File: config.mk
export PLATFORM = sky130hd
export DESIGN_NAME = food_dispense_timer
export DESIGN_NICKNAME = d
export VERILOG_FILES = /design/src/rtl/food_dispense_timer.sv
export SDC_FILE = /design/constraint.sdc
export NUM_CORES = 1
export LEC_CHECK = 0
export CORE_MARGIN = 4
export CORE_UTILIZATION = 60
export DETAILED_ROUTE_END_ITERATION = 16
export GPL_ROUTABILITY_DRIVEN = 0
export PLACE_DENSITY = 0.86
export SLEW_MARGIN = 20
export SYNTH_ARGS = -nofsm -noshare
export SYNTH_HDL_FRONTEND = slang
export SYNTH_SLANG_ARGS = --single-unit
File: constraint.sdc
create_clock -name clock -period 6.7 [get_ports clock]
set_clock_uncertainty 0.1 [all_clocks]
set_input_delay 1.675 -clock clock [delete_from_list [all_inputs] [get_ports clock]]
set_output_delay 1.675 -clock clock [all_outputs]
set_load 0.05 [all_outputs]
File: src/rtl/food_dispense_timer.sv
// ----------------------------------------------------------------------------
// food_dispense_timer
//
// Multi-bowl feeder timer. Each of NUM_CH independent channels runs a
// dispense window (motor on) of T cycles followed by a cooldown lockout of
// C cycles. T and C are captured when the channel leaves IDLE, so the feeder
// controller may reprogram the shared duration inputs while channels run.
//
// Interface semantics: start is a level, not a handshake. A channel in IDLE
// accepts it on any cycle where abort and full_sensor are both low. While
// the channel is busy, start is simply not looked at. There is no
// backpressure anywhere in this block.
//
// Ports
//   clock          in   system clock, rising edge
//   reset          in   asynchronous, active-high; clears all state
//   start          in   [NUM_CH]  per-channel dispense request (level)
//   abort          in   [NUM_CH]  per-channel synchronous abort/clear
//   full_sensor    in   [NUM_CH]  per-channel bowl-full; ends dispensing
//   dispense_time  in   [CNT_W]   dispense duration, shared (0 acts as 1)
//   cooldown_time  in   [CNT_W]   lockout after dispense, shared
//   motor_on       out  [NUM_CH]  motor enable
//   busy           out  [NUM_CH]  channel is in DISPENSE or COOLDOWN
//   done           out  [NUM_CH]  1-cycle pulse: full-length dispense
//   aborted        out  [NUM_CH]  1-cycle pulse: dispense cut short
//   count_out      out  [NUM_CH*CNT_W] per-channel counter, ch i at
//                                 [i*CNT_W +: CNT_W]
//   dbg_state      out  [NUM_CH*2] per-channel FSM state, ch i at [i*2 +: 2]
//                                 (0 IDLE, 1 DISPENSE, 2 COOLDOWN)
// ----------------------------------------------------------------------------
module food_dispense_timer #(
  parameter int NUM_CH = 4,
  parameter int CNT_W  = 8
) (
  input  logic                    clock,
  input  logic                    reset,
  input  logic [NUM_CH-1:0]       start,
  input  logic [NUM_CH-1:0]       abort,
  input  logic [NUM_CH-1:0]       full_sensor,
  input  logic [CNT_W-1:0]        dispense_time,
  input  logic [CNT_W-1:0]        cooldown_time,
  output logic [NUM_CH-1:0]       motor_on,
  output logic [NUM_CH-1:0]       busy,
  output logic [NUM_CH-1:0]       done,
  output logic [NUM_CH-1:0]       aborted,
  output logic [NUM_CH*CNT_W-1:0] count_out,
  output logic [NUM_CH*2-1:0]     dbg_state
);

  typedef enum logic [1:0] {
    S_IDLE     = 2'd0,
    S_DISPENSE = 2'd1,
    S_COOLDOWN = 2'd2
  } state_t;

  localparam logic [CNT_W-1:0] CNT_ZERO = '0;
  localparam logic [CNT_W-1:0] CNT_ONE  = CNT_W'(1);

  for (genvar g = 0; g < NUM_CH; g++) begin : g_ch
    state_t           r_state, w_state_nxt;
    logic [CNT_W-1:0] r_count, w_count_nxt;
    logic [CNT_W-1:0] r_t, w_t_nxt;
    logic [CNT_W-1:0] r_c, w_c_nxt;
    logic             r_done, w_done_nxt;
    logic             r_aborted, w_aborted_nxt;

    always_ff @(posedge clock or posedge reset) begin
      if (reset) begin
        r_state   <= S_IDLE;
        r_count   <= CNT_ZERO;
        r_t       <= CNT_ZERO;
        r_c       <= CNT_ZERO;
        r_done    <= 1'b0;
        r_aborted <= 1'b0;
      end else begin
        r_state   <= w_state_nxt;
        r_count   <= w_count_nxt;
        r_t       <= w_t_nxt;
        r_c       <= w_c_nxt;
        r_done    <= w_done_nxt;
        r_aborted <= w_aborted_nxt;
      end
    end

    // The counter defaults to zero: every state exit clears it, and it only
    // advances while a window is still running. The terminal compare fires
    // at T-1 / C-1, so the counter can never reach its max value and wrap.
    always_comb begin
      w_state_nxt   = r_state;
      w_count_nxt   = CNT_ZERO;
      w_t_nxt       = r_t;
      w_c_nxt       = r_c;
      w_done_nxt    = 1'b0;
      w_aborted_nxt = 1'b0;
      case (r_state)
        S_IDLE: begin
          if (start[g] && !abort[g] && !full_sensor[g]) begin
            w_state_nxt = S_DISPENSE;
            // A zero duration still runs the motor for one cycle.
            w_t_nxt     = (dispense_time == CNT_ZERO) ? CNT_ONE : dispense_time;
            w_c_nxt     = cooldown_time;
          end
        end
        S_DISPENSE: begin
          // abort beats full_sensor, and both beat the final-cycle done.
          if (abort[g]) begin
            w_state_nxt   = S_IDLE;
            w_aborted_nxt = 1'b1;
          end else if (full_sensor[g]) begin
            w_state_nxt   = (r_c != CNT_ZERO) ? S_COOLDOWN : S_IDLE;
            w_aborted_nxt = 1'b1;
          end else if (r_count == r_t - CNT_ONE) begin
            w_state_nxt = (r_c != CNT_ZERO) ? S_COOLDOWN : S_IDLE;
            w_done_nxt  = 1'b1;
          end else begin
            w_count_nxt = r_count + CNT_ONE;
          end
        end
        S_COOLDOWN: begin
          // COOLDOWN is only entered with C > 0, so C-1 does not underflow.
          if (abort[g] || (r_count == r_c - CNT_ONE)) begin
            w_state_nxt = S_IDLE;
          end else begin
            w_count_nxt = r_count + CNT_ONE;
          end
        end
        default: begin
          w_state_nxt = S_IDLE;
        end
      endcase
    end

    // motor_on and busy are decoded straight from the state flop, so they
    // switch on clock edges and drop the moment reset is asserted.
    assign motor_on[g]                   = (r_state == S_DISPENSE);
    assign busy[g]                       = (r_state != S_IDLE);
    assign done[g]                       = r_done;
    assign aborted[g]                    = r_aborted;
    assign count_out[g*CNT_W +: CNT_W]   = r_count;
    assign dbg_state[g*2 +: 2]           = r_state;
  end

endmodule

After elaboration in Yosys (flattened, before gate mapping)
Index checks and enable logic that the tools add are counted.

storage, ports and cells
  bits of input ports = 30
  word-level logic and storage cells = 182
  register bits = 112

operators by class
  reduce and logical (&&, ||, !) cells = 41
  add/subtract/negate cells = 12
  multiplexer cells = 77
  eq/ne operators = 28

operators with widths
  operator                                                number
  2-to-1 mux 8 bit                                        17
  == test 8 bit                                           8
  case mux 8 bit (2 select lines)                         4
  subtractor 8 x 1 -> 8 bit (second input constant)       8
  2-to-1 mux 2 bit                                        24
  adder 8 x 1 -> 8 bit (second input constant)            4
  nonzero test 8 bit                                      4
  2-to-1 mux 1 bit                                        28
  case mux 2 bit (3 select lines)                         4
  inequality test 2 bit (second input constant)           8
  inequality test 4 x 3 -> 1 bit (second input constant)  4
  AND reduction 3 bit                                     4
  == test 2 x 1 -> 1 bit (second input constant)          4
  == test 2 bit (second input constant)                   4
  logical AND 1 bit                                       8
  logical NOT 1 bit                                       8
  logical NOT 2 bit                                       4
  logical NOT 8 bit                                       1
  AND reduction 2 bit                                     4
  nonzero test 2 bit                                      4
  logical OR 1 bit                                        4

Longest topological paths before layout
  depth after elaboration = 6
  gate-level depth with buffers = 10
  depth with buffers taken out = 9

Least setup slack after synthesis
OpenSTA, ideal clock, no wires.

  kind = register -> output
  start = register g_ch[0].r_state[0]
  end = output busy[0]
  path buffers = 0
  slack = 3590 ps
  data arrival time = 1335 ps
  stages on the path, launching flop included = 4
  cells stage by stage = dfrtp_1 -> inv_1 -> ha_1 -> inv_1

on the way
  word-level cells in the longest chain between the ends = 1

RTL lines
  item                    line  text
  from (decl)             60    state_t r_state, w_state_nxt;
  from (signal assigned)  76    r_state <= w_state_nxt;
  nonzero test 2 bit      136   assign busy[g] = (r_state != S_IDLE);
  to (decl)               43    output logic [NUM_CH-1:0] busy,

Every way passes these cells.

Worst setup path in the final report
  start = register g_ch[2].r_state[0]
  end = output busy[2]

on the way
  word-level cells in the longest chain between the ends = 1

RTL lines
  item                    line
  from (decl)             60
  from (signal assigned)  76
  nonzero test 2 bit      136

Every way passes these cells.

==> results.cfg <==
[synth]
yosys_register_bits = 112
synth_area_um2 = 6710
synthArstFlopShare = 1.000
seq_area_frac_synth = 0.4177
synth_top_area_frac = 0.4177
yosysUniqueCellTypes = 72
synth_edf_count = 0
synthTopCellsByArea = dfrtp_1 42%, mux2_2 7.7%, xnor2_1 7.0%
synth_cells = 671
synth-main-ff-cell = dfrtp_1
synth_top_area_cell = dfrtp_1
synth_area_per_cell_um2 = 10.00
synth_fp_nets = 729
yosysWarnings = 0

[run]
max_cap_viol_count = 0

[clock_tree]
clock_path_buffers = 2
cts_tree = done
cts_buffers = 9
cts_sinks = 112
clk_latency_ns = 0.39
clk_pin_slew_worst_paths_ns = 0.12
htree_levels = 3
ctsResizeCount = 0
ctsHoldBuffers = 0
post-cts-setup-buffers = 0
cts_root_buffer = clkbuf_8

[worst_setup_path]
worst-path-buf-inv = 3
critPathArrivalTime_ns = 2.01
worstPathMaxFanout = 3
path_class = reg -> out
required_ns = 4.93
cpPeakStageDelay_ns = 0.81
reg2reg_slack_ns = 3.70
critPathCaptureType = primary output
crit_family = buffers and inverters
crit_path_start_kind = flop
crit_top_cell = inv_1
crit_slowest_cell = clkdlybuf4s50_1
path_cells = inv_1 -> ha_1 -> inv_1 -> clkdlybuf4s50_1

[route]
via_per_inst = 5.921
wl_per_cell_um = 17.88
drcViolationCount = 0
drtAntennaViolNets = 0
drtIter0Drc = 308
wirelength_mm = 15.81
vias = 5234
firstDrtPassIters = 5

[cells_and_area]
fin_cells = 884
antenna_cells = 0
regArea_um2 = 2803
multi_input_area_um2 = 3577
area_delta_synth_final_pct = 16.45
fin_util = 0.7177
fin_nets = 797
drive_gt1_frac = 0.1223
nFillCells = 800

[power]
clkPwrFrac = 0.144
netSwitchingFraction = 0.4422
cellInternalPower_mw = 1.774
p_switching_mw = 1.406
pwr-share-comb = 0.471
seqPwrFrac = 0.384
ir_drop_mv = 0.3504
power_density_nw_per_um2 = 407.0
leakagePower_nw = 3.235

[die]
fp.coreArea_um2 = 10890
initial_core_util = 0.6163
dieArea_um2 = 12940
die_h_um = 113.8
row_count = 38
die_width_um = 113.8
num_io_pins = 86

[timing]
fin_ws_ns = 2.916
worst_slew_pin_slew_ns = 0.7454
fin_crit_ns = 3.784
tns_ns = 0
hold_violations = 0
fin_crit_sh = 0.5648
maxSlewViolCount = 0
slew_headroom = 0.5030
timing.fmax_mhz = 264.2
rsz0062_at_grt = false
setup_violations = 0
holdWs_ns = 0.4756

[global_route]
grtUsageMet3 = 0.03926
met1_usage = 0.3392
grt_antenna_before_repair = 0
grt_pass1_vias = 5309
grt_max_degree = 64
grt_overflow = 0
track_usage = 0.2528
grt_pass1_wl_mm = 26.18
gr-usage-met2 = 0.4303
busiest_layer = met2

[run_status]
status = finished, final reports clean

[min_path]
holdCritPathClass = reg -> reg

[place]
pre_cts_ws_ns = 3.232
port_buffers = 85
dp_hpwl_mm = 11.53
dp_cells = 868
[synth_stat cells, drive strengths merged (18+ instances only)]
library cell,count
mux2,47
nand3,18
xnor2,54
inv,37
xor2,40
clkbuf,19
nor2,67
ha,28
nor3,20
o21ai,21
nand2,44
dfrtp,112
[layout make-up]
cell class / instances / area share
Inverter: 37 / 0.01809
Clock inverter: 7 / 0.01345
Clock buffer: 9 / 0.01585
Sequential cell: 112 / 0.3587
Multi-Input combinational cell: 489 / 0.4578
Timing Repair Buffer: 90 / 0.1137
Tap cell: 140 / 0.02242
[cells by family after synthesis]
kind of cell,after synthesis,synth area share
buffers and inverters,70,0.04923
XOR/XNOR,94,0.1227
flip-flops,112,0.4177
AO/OA/AOI/OAI,88,0.09417
adder cells (fa/ha/maj),28,0.05221
multiplexers,51,0.08484
AND/OR/NAND/NOR,228,0.1792
[power groups by stage]
stage | logic [mW] | clock network [mW] | registers (mW)
floorplan | 1.11 | 0 | 1.20
global placement | 1.40 | 0 | 1.19
detailed placement | 1.48 | 0 | 1.22
CTS | 1.49 | 0.463 | 1.21
global route | 1.64 | 0.491 | 1.26
finish | 1.50 | 0.458 | 1.22
[registers in the layout, indices dropped and copies added (netlist names)]
register,flops
g_ch.r_count,32
g_ch.r_state,8
g_ch.r_aborted,4
g_ch.r_c,32
g_ch.r_t,32
g_ch.r_done,4
[per-stage QoR]
stage | power (mW) | area, µm²
floorplan | 2.307 | 6710
global placement | 2.591 | 7585
detailed placement | 2.702 | 7585
CTS | 3.170 | 7814
global route | 3.393 | 7814
finish | 3.180 | 7814
[metal layers]
metal | up-vias | routed length, µm
met5 | - | 0
met3 | 27 | 847
met2 | 161 | 7981
li1 | 2464 | -
met4 | 0 | 265
met1 | 2582 | 6712
[worst register-to-register path, stage by stage (launching register included)]
cell,delay [ns]
dfrtp_1,0.47
inv_1,0.07
ha_1,0.28
o21ba_2,0.23
a221oi_1,0.28
a41oi_1,0.09
a211oi_1,0.57
o2111ai_1,0.35
a21oi_1,0.26
mux2i_1,0.22
[final timing paths]
| check | start | endpoint | cells after the start |
|---|---|---|---|
| max | g_ch[2].r_state[0] | busy[2] | 4 |
| min | g_ch[3].r_state[0] | g_ch[3].r_state[0] | 1 |
| max reg2reg | g_ch[2].r_t[0] | g_ch[2].r_state[1] | 9 |
| min reg2reg | g_ch[3].r_state[0] | g_ch[3].r_state[0] | 1 |
| max in group asynchronous | reset | g_ch[1].r_t[3] | 3 |
| min in group asynchronous | reset | g_ch[3].r_count[6] | 2 |
[cell usage in the layout (no fill, tap or decap), drive strengths merged, types with 4 or more instances in the layout]
master	n
or4	5
nand2b	5
a21oi	14
o211ai	4
mux2	47
clkbuf	9
mux2i	4
o2111ai	5
xnor2	54
nor3	20
nand3b	4
o21ai	21
ha	28
nand4	6
xor2	40
a31oi	7
inv	41
nor3b	8
nor4	7
and3	10
dfrtp	112
nor2	67
buf	5
nand3	18
nand2	44
nor4b	7
nor2b	11
clkdlybuf4s50	85
Note: power is estimated with default switching activity, not from simulation.
